## config.mk

```make
export PLATFORM = sky130hd
export DESIGN_NAME = uart_rx
export DESIGN_NICKNAME = d
export VERILOG_FILES = /design/src/rtl/uart_rx_pkg.sv /design/src/rtl/uart_rx_sync.sv /design/src/rtl/uart_rx.sv
export SDC_FILE = /design/constraint.sdc
export NUM_CORES = 1
export LEC_CHECK = 0
export CAP_MARGIN = 20
export CORE_ASPECT_RATIO = 0.5
export CORE_UTILIZATION = 30
export CTS_BUF_LIST = sky130_fd_sc_hd__clkbuf_2 sky130_fd_sc_hd__clkbuf_4 sky130_fd_sc_hd__clkbuf_8
export DETAILED_ROUTE_END_ITERATION = 7
export SLEW_MARGIN = 25
export SYNTH_ARGS = -nofsm -noshare
export SYNTH_HDL_FRONTEND = slang
export SYNTH_HIERARCHICAL = 1
export SYNTH_SLANG_ARGS = --single-unit
```

## constraint.sdc

```tcl
create_clock -name clk -period 2.8 [get_ports clk]
set_clock_uncertainty 0.1 [all_clocks]
set_input_delay 0.56 -clock clk [delete_from_list [all_inputs] [get_ports clk]]
set_output_delay 0.56 -clock clk [all_outputs]
set_load 0.02 [all_outputs]
```

## src/rtl/uart_rx_pkg.sv

```systemverilog
// Shared UART data types: transmitter and receiver state encodings plus default timing.
// UART_RX_PARITY_EN adds the receiver PARITY state.
package uart_rx_pkg;

  localparam int unsigned DEFAULT_CLKS_PER_BIT = 434;
  localparam int unsigned DEFAULT_DATA_BITS    = 8;

  typedef enum logic [2:0] {
    TX_IDLE,
    TX_START,
    TX_DATA,
    TX_STOP
  } tx_state_t;

  typedef enum logic [2:0] {
    IDLE,
    START,
    DATA,
    STOP,
`ifdef UART_RX_PARITY_EN
    HOLD,
    PARITY
`else
    HOLD
`endif
  } rx_state_t;

endpackage

```

## src/rtl/uart_rx_sync.sv

```systemverilog
// Two-flop synchronizer for an asynchronous, idle-high input; both flops reset to 1.
module uart_rx_sync (
  input  logic clk,
  input  logic reset,
  input  logic d,
  output logic q
);

  logic meta;

  always_ff @(posedge clk or negedge reset) begin
    if (!reset) begin
      meta <= 1'b1;
      q    <= 1'b1;
    end else begin
      meta <= d;
      q    <= meta;
    end
  end

endmodule

```

## src/rtl/uart_rx.sv

```systemverilog
// UART receiver: 1 start, DATA_BITS data (LSB first), 1 stop; mid-bit sampling, valid/ack output.
// Define UART_RX_PARITY_EN to receive and check an even parity bit before the stop bit.
module uart_rx
  import uart_rx_pkg::*;
#(
  parameter int unsigned CLKS_PER_BIT = DEFAULT_CLKS_PER_BIT,
  parameter int unsigned DATA_BITS    = DEFAULT_DATA_BITS
) (
  input  logic                 clk,
  input  logic                 reset,
  input  logic                 rx,
  input  logic                 rx_ack,
  output logic [DATA_BITS-1:0] rx_data,
  output logic                 rx_valid,
  output logic                 busy,
  output logic                 frame_error,
  output logic                 overrun,
  output logic                 parity_error
);

  localparam int unsigned TW = $clog2(CLKS_PER_BIT);
  localparam int unsigned BW = $clog2(DATA_BITS);
  localparam logic [TW-1:0] T_HALF = TW'(CLKS_PER_BIT / 2 - 1);
  localparam logic [TW-1:0] T_LAST = TW'(CLKS_PER_BIT - 1);
  localparam logic [BW-1:0] B_LAST = BW'(DATA_BITS - 1);

  rx_state_t            state;
  logic                 rxs;
  logic [TW-1:0]        timer;
  logic [BW-1:0]        bit_cnt;
  logic [DATA_BITS-1:0] shreg;
`ifdef UART_RX_PARITY_EN
  logic                 parity_bad;
`endif

  uart_rx_sync u_sync (
    .clk   (clk),
    .reset (reset),
    .d     (rx),
    .q     (rxs)
  );

  // Receive FSM; outputs update on the edge that takes the stop sample.
  always_ff @(posedge clk or negedge reset) begin
    if (!reset) begin
      state        <= IDLE;
      timer        <= '0;
      bit_cnt      <= '0;
      shreg        <= '0;
      rx_data      <= '0;
      rx_valid     <= 1'b0;
      busy         <= 1'b0;
      frame_error  <= 1'b0;
      overrun      <= 1'b0;
`ifdef UART_RX_PARITY_EN
      parity_bad   <= 1'b0;
      parity_error <= 1'b0;
`endif
    end else begin
      frame_error  <= 1'b0;
      overrun      <= 1'b0;
`ifdef UART_RX_PARITY_EN
      parity_error <= 1'b0;
`endif
      if (rx_ack && rx_valid) rx_valid <= 1'b0;

      case (state)
        IDLE: begin
          if (!rxs) begin
            state <= START;
            timer <= '0;
            busy  <= 1'b1;
          end
        end
        START: begin
          if (timer == T_HALF) begin
            timer <= '0;
            if (!rxs) begin
              state   <= DATA;
              bit_cnt <= '0;
            end else begin
              state <= IDLE;
              busy  <= 1'b0;
            end
          end else begin
            timer <= timer + TW'(1);
          end
        end
        DATA: begin
          if (timer == T_LAST) begin
            shreg <= {rxs, shreg[DATA_BITS-1:1]};
            timer <= '0;
            if (bit_cnt == B_LAST) begin
`ifdef UART_RX_PARITY_EN
              state <= PARITY;
`else
              state <= STOP;
`endif
            end else begin
              bit_cnt <= bit_cnt + BW'(1);
            end
          end else begin
            timer <= timer + TW'(1);
          end
        end
`ifdef UART_RX_PARITY_EN
        PARITY: begin
          if (timer == T_LAST) begin
            parity_bad <= (rxs != ^shreg);
            timer      <= '0;
            state      <= STOP;
          end else begin
            timer <= timer + TW'(1);
          end
        end
`endif
        STOP: begin
          if (timer == T_LAST) begin
            timer <= '0;
`ifdef UART_RX_PARITY_EN
            parity_error <= parity_bad;
`endif
            if (rxs) begin
              state    <= IDLE;
              busy     <= 1'b0;
              rx_data  <= shreg;
              rx_valid <= 1'b1;
              if (rx_valid && !rx_ack) overrun <= 1'b1;
            end else begin
              state       <= HOLD;
              frame_error <= 1'b1;
            end
          end else begin
            timer <= timer + TW'(1);
          end
        end
        // Break condition: wait for the line to return high before re-arming.
        HOLD: begin
          if (rxs) begin
            state <= IDLE;
            busy  <= 1'b0;
          end
        end
        default: begin
          state <= IDLE;
          busy  <= 1'b0;
        end
      endcase
    end
  end

`ifndef UART_RX_PARITY_EN
  assign parity_error = 1'b0;
`endif

endmodule
```

**Word-level counts from Yosys, hierarchy flattened**

Index checks and enable logic that the tools add are counted.

- Flip-flop bits (word level): 37
- Input port bits: 4
- Output and inout bits: 13
- Logic and storage cells: 76

- Add/sub/neg operators: 2
- Equal/unequal tests: 15
- Muxes and demuxes: 34
- Bitwise logic cells: 1
- Reduce and logical (&&, ||, !) cells: 13

Operators by type and width:

| operator | count |
|---|---|
| 2-to-1 mux 3 bit | 11 |
| 2-to-1 mux 9 bit | 3 |
| case mux 9 bit (3 select lines) | 1 |
| 2-to-1 mux 1 bit | 15 |
| case mux 3 bit (5 select lines) | 1 |
| inequality test 2 bit, second input constant | 7 |
| adder 9 x 1 -> 9 bit, second input constant | 1 |
| == test 9 x 8 -> 1 bit, second input constant | 1 |
| == test 9 bit, second input constant | 1 |
| == test 3 x 2 -> 1 bit, second input constant | 2 |
| == test 3 bit, second input constant | 2 |
| case mux 3 bit (2 select lines) | 1 |
| AND reduction 6 bit | 1 |
| case mux 1 bit (5 select lines) | 1 |
| AND reduction 5 bit | 1 |
| AND reduction 2 bit | 2 |
| AND reduction 4 bit | 1 |
| adder 3 x 1 -> 3 bit, second input constant | 1 |
| == test 3 x 1 -> 1 bit, second input constant | 1 |
| logical NOT 3 bit | 1 |
| AND reduction 3 bit | 1 |
| nonzero test 3 bit | 1 |
| logical AND 1 bit | 2 |
| 2-to-1 mux 2 bit | 1 |
| 5 further kinds | 5 |

**Depth between registers and ports, before layout**

- Depth in word-level cells: 6
- Gate-level depth with buffers: 7
- Mapped depth without buffers: 6

**Hierarchy**

The synthesis kept the hierarchy.

By module, submodules not included:

| module | times used | cells an instance | area each (µm²) | seq. area each (µm²) |
|---|---|---|---|---|
| uart_rx | 1 | 159 | 1,767.9 | 875.8 |
| uart_rx_sync | 1 | 2 | 52.6 | 52.6 |

**Worst setup path after synthesis**

OpenSTA, ideal clock, no wires.

- Path kind: register -> register
- Start: register bit_cnt[0]
- End: register bit_cnt[0]
- Library setup time: 0.125 ns
- Data arrival time: 1.640 ns
- Required time: 2.575 ns
- Slack: 0.935 ns
- Cell stages (with the launch flop): 7
- Buffers on the path: 0
- Period minus slack after synthesis: 1.865 ns
- Path through: dfrtp_1 > ha_1 > ha_1 > nor2_1 > a22oi_1 > a2111o_1 > mux2_4

- Longest elaborated chain between the ends: 4
- Elaborated cells on any way between the ends: 7
- Those cells by class: add/sub: 1; eq/ne: 2; mux: 3; reduce/logical: 1

Ends and longest elaborated chain:

| item | line | RTL |
|---|---|---|
| from (decl) | uart_rx.sv:30 | `logic [BW-1:0] bit_cnt;` |
| from (signal assigned) | uart_rx.sv:100 | `bit_cnt <= bit_cnt + BW'(1);` |
| adder 3 x 1 -> 3 bit | uart_rx.sv:100 |  |
| 2-to-1 mux 3 bit | uart_rx.sv:93 | `if (bit_cnt == B_LAST) begin` |
| 2-to-1 mux 3 bit | uart_rx.sv:90 | `if (timer == T_LAST) begin` |
| case mux 3 bit (2 select lines) | uart_rx.sv:67 | `case (state)` |

Several ways; a longest one is shown, not always the timed one. The select of a mux whose other input is x is not followed.
A chain may end at the register's enable or synchronous reset.

**Final worst setup path**

- Start: register timer[1]
- End: register timer[3]

- Longest elaborated chain between the ends: 3
- Elaborated cells on any way between the ends: 6
- Those cells by class: add/sub: 1; eq/ne: 2; mux: 3

Ends and longest elaborated chain:

| item | line | RTL |
|---|---|---|
| from (decl) | uart_rx.sv:29 | `logic [TW-1:0] timer;` |
| from (signal assigned) | uart_rx.sv:86 | `timer <= timer + TW'(1);` |
| from (signal assigned) | uart_rx.sv:103 | `timer <= timer + TW'(1);` |
| from (signal assigned) | uart_rx.sv:134 | `timer <= timer + TW'(1);` |
| adder 9 x 1 -> 9 bit, or another cell as far along | uart_rx.sv:86, uart_rx.sv:103, uart_rx.sv:134 |  |
| 2-to-1 mux 9 bit, on equally long branches | uart_rx.sv:90, uart_rx.sv:118, uart_rx.sv:76 |  |
| case mux 9 bit (3 select lines) (*) | uart_rx.sv:67 |  |

Mark *: on every way between the ends. The rest lies on a longest branch, timed or not.

==> results.yml <==
yosys:
  synth_fp_nets: 170
  synth_top_flop_cell: "dfrtp_1"
  yosysWarnings: 6
  netlist_area_sq_um: 1820
  synth-seq-cells: 37
  yosys.area.top_type: "dfrtp_1"
  synth-edff-count: 0
  ys_types: 49
  async_reset_ff_frac: 1.00
  yosysTopAreaCellShare: 0.481
  syn_area_per_cell_sq_um: 11.3
  yosysSeqAreaShare: 0.510
  synth_area_leaders: "dfrtp_1 (48%), mux2_2 (9.9%), nand2_1 (3.7%)"
  syn_inst: 161
run:
  maxCapViolCount: 0
placed_design:
  io_buffers: 15
  dp_slack_ps: 617
  placed_area_sq_um: 2000
  gp_routability_congestion: 0.761
  dp_hpwl_um: 2260
detailed_routing:
  routed_wl_um: 3260
  wl_per_cell_um: 13.1
  vias: 1265
  dr.pass1.iters: 6
  routed_via_density: 5.08
  drc: 1
  drtIter0Drc: 59
  final_antenna_net_count: 0
cells_and_area:
  fin_area_sq_um: 2120
  n_antenna_cell: 0
  register_area_sq_um: 928
  syn_to_final_growth_pct: 16.3
  final_util: 0.374
  fillerInstances: 555
  layout.nets: 184
  final_common_cell: "dfrtp_1"
  final_cell_mix: "dfrtp_1 (35), nand2_1 (18), mux2_2 (16)"
  multi_input_area_sq_um: 807
  layout-drive-gt1-share: 0.205
sta:
  tns_ps: 0
  maxSlewViolCount: 0
  hold_viol: 0
  fmax_mhz: 458
  slew_headroom: 0.478
  finalCritPeriodShare: 0.780
  setup_ws_ps: 617
  fin_crit_ps: 2180
  tightest_slew_ps: 783
  rsz0062_at_grt: "no"
  setup_viol: 0
clocking:
  cts_tree: "yes"
  cts_resized: 0
  clk_pin_slew_ps: 80
  cts.sinks: 37
  clock_latency_ps: 290
  cts_root_buf: "clkbuf_8"
  cts_buffers: 5
  postCtsHoldBufs: 0
  cts.htree.levels: 2
  postCtsSetupRepairBufs: 0
  cts_buffer_depth: 2
critical_path:
  crit_family: "compound AO/OA/AOI/OAI gates"
  cp.arrival_ps: 2290
  cp-end-kind: "flip-flop"
  r2r_cells: 6
  cp.buffers_inverters: 1
  critPathLaunchType: "flip-flop"
  r2r_start: "timer[1]$_DFFE_PN0P_"
  required_ps: 2910
  path_max_fanout: 12
  crit_slowest_cell: "a21oi_1"
  worst_r2r_endpoint: "timer[3]$_DFFE_PN0P_"
  slowest_delay_ps: 620
  rrSetupSlack_ps: 620
  path_cells: "inv_1, ha_1, and4b_1, a21oi_1, nor2_1, o211ai_1"
  criticalPathCategory: "reg -> reg"
die:
  core_sq_um: 5660
  num_rows: 19
  initial_core_util: 0.322
  die_h_um: 57.1
  die_w_um: 112
  io_pins: 17
  die_area_sq_um: 6400
status:
  violations: "DRC"
  status: "finished with violations"
min_path:
  min_path_type: "in -> async"
global_routing:
  grt_pass1_wl_um: 5740
  overflow: 0
  grt_max_degree: 38
  grt_antenna_before_repair: 0
  grt.total_usage: 0.116
  grt_pass1_vias: 1210
power_and_ir_drop:
  switchingPower_uw: 217
  finalPower_uw: 1020
  irDropWorstVdd_mv: 0.137
  combPwrFrac: 0.017
  leakage_uw: 0.000957
  power.internal_uw: 807
  swShare: 0.212
  p_per_area_nw_per_um2: 484
  power.clock.fraction: 0.457
  power_frac_seq: 0.526
-- worst register-to-register path: stages, from the launching register on --
cell and delay (ps):
dfrtp_1 390, inv_1 80, ha_1 180, and4b_1 210
a21oi_1 620, nor2_1 280, o211ai_1 250
-- Yosys cell counts (all sizes together) (2+ instances only) --
library cell,count
inv,6
nor2,8
dfrtp,35
ha,5
mux2i,2
nor2b,2
clkbuf,2
a21oi,5
dfstp,2
nand2b,2
and4,2
nand3,3
mux2,17
and4bb,2
o21ai,5
nor3,2
a21o,2
o211ai,8
buf,7
nand2,18
and4b,2
nor4,2
or2,3
-- how the worst max path moves through the flow --
stage / from / slack [ps] / endpoint / cells past startpoint
6_report: timer[1]$_DFFE_PN0P_ / 620 / timer[3]$_DFFE_PN0P_ / 6
4_1_cts: timer[1]$_DFFE_PN0P_ / 610 / timer[3]$_DFFE_PN0P_ / 6
3_5_place_dp: timer[1]$_DFFE_PN0P_ / 620 / timer[3]$_DFFE_PN0P_ / 6
5_1_grt: timer[1]$_DFFE_PN0P_ / 420 / timer[3]$_DFFE_PN0P_ / 6
2_1_floorplan: bit_cnt[0]$_DFFE_PN0P_ / 940 / bit_cnt[0]$_DFFE_PN0P_ / 6
3_3_place_gp: timer[1]$_DFFE_PN0P_ / 730 / timer[3]$_DFFE_PN0P_ / 6
-- layer usage --
layer / vias up / track usage / share of wire / wire [um]
li1: 605 / - / - / -
met2: 32 / 0.178 / 0.45 / 1480
met5: - / 0 / 0 / 0
met1: 621 / 0.151 / 0.48 / 1570
met4: 0 / 0.0552 / 0.015 / 49
met3: 7 / 0.0351 / 0.052 / 170
-- registers in the layout (all words and copies together) (netlist names), 3 cells and up --
register and flops:
bit_cnt 3, rx_data 8, shreg 8, state 3, timer 9
-- cell type report --
| type | instances | area share |
|---|---|---|
| Clock buffer | 5 | 0.0325 |
| Clock inverter | 3 | 0.0219 |
| Inverter | 6 | 0.0106 |
| Multi-Input combinational cell | 109 | 0.381 |
| Sequential cell | 37 | 0.439 |
| Tap cell | 73 | 0.0431 |
| Timing Repair Buffer | 16 | 0.0721 |
-- logic make-up (layout without fill, tap and decap cells) --
kind of cell,Yosys count,after routing,synth area share
AOI/OAI and AO/OA,32,32,0.131
adders and majority gates,5,5,0.0344
buffers and inverters,15,30,0.0467
DFF,37,37,0.510
muxes,19,19,0.118
other,1,1,0.00206
and+or+nand+nor,52,52,0.157
-- per-stage QoR --
step,hold WS [ps],instances
after floorplan,164,161
after global placement,246,241
after CTS,259,249
final,241,249
after detailed placement,250,241
after global routing,258,249
-- power by group through the flow --
stage	sequential (uW)	combinational, uW	clock, uW
6_report	539	17.1	468
5_1_grt	539	20.8	503
4_1_cts	539	18.5	484
3_5_place_dp	549	18.4	0
3_3_place_gp	549	18.1	0
2_1_floorplan	547	7.11	0
No activity file was read; power rests on OpenSTA's default activity.
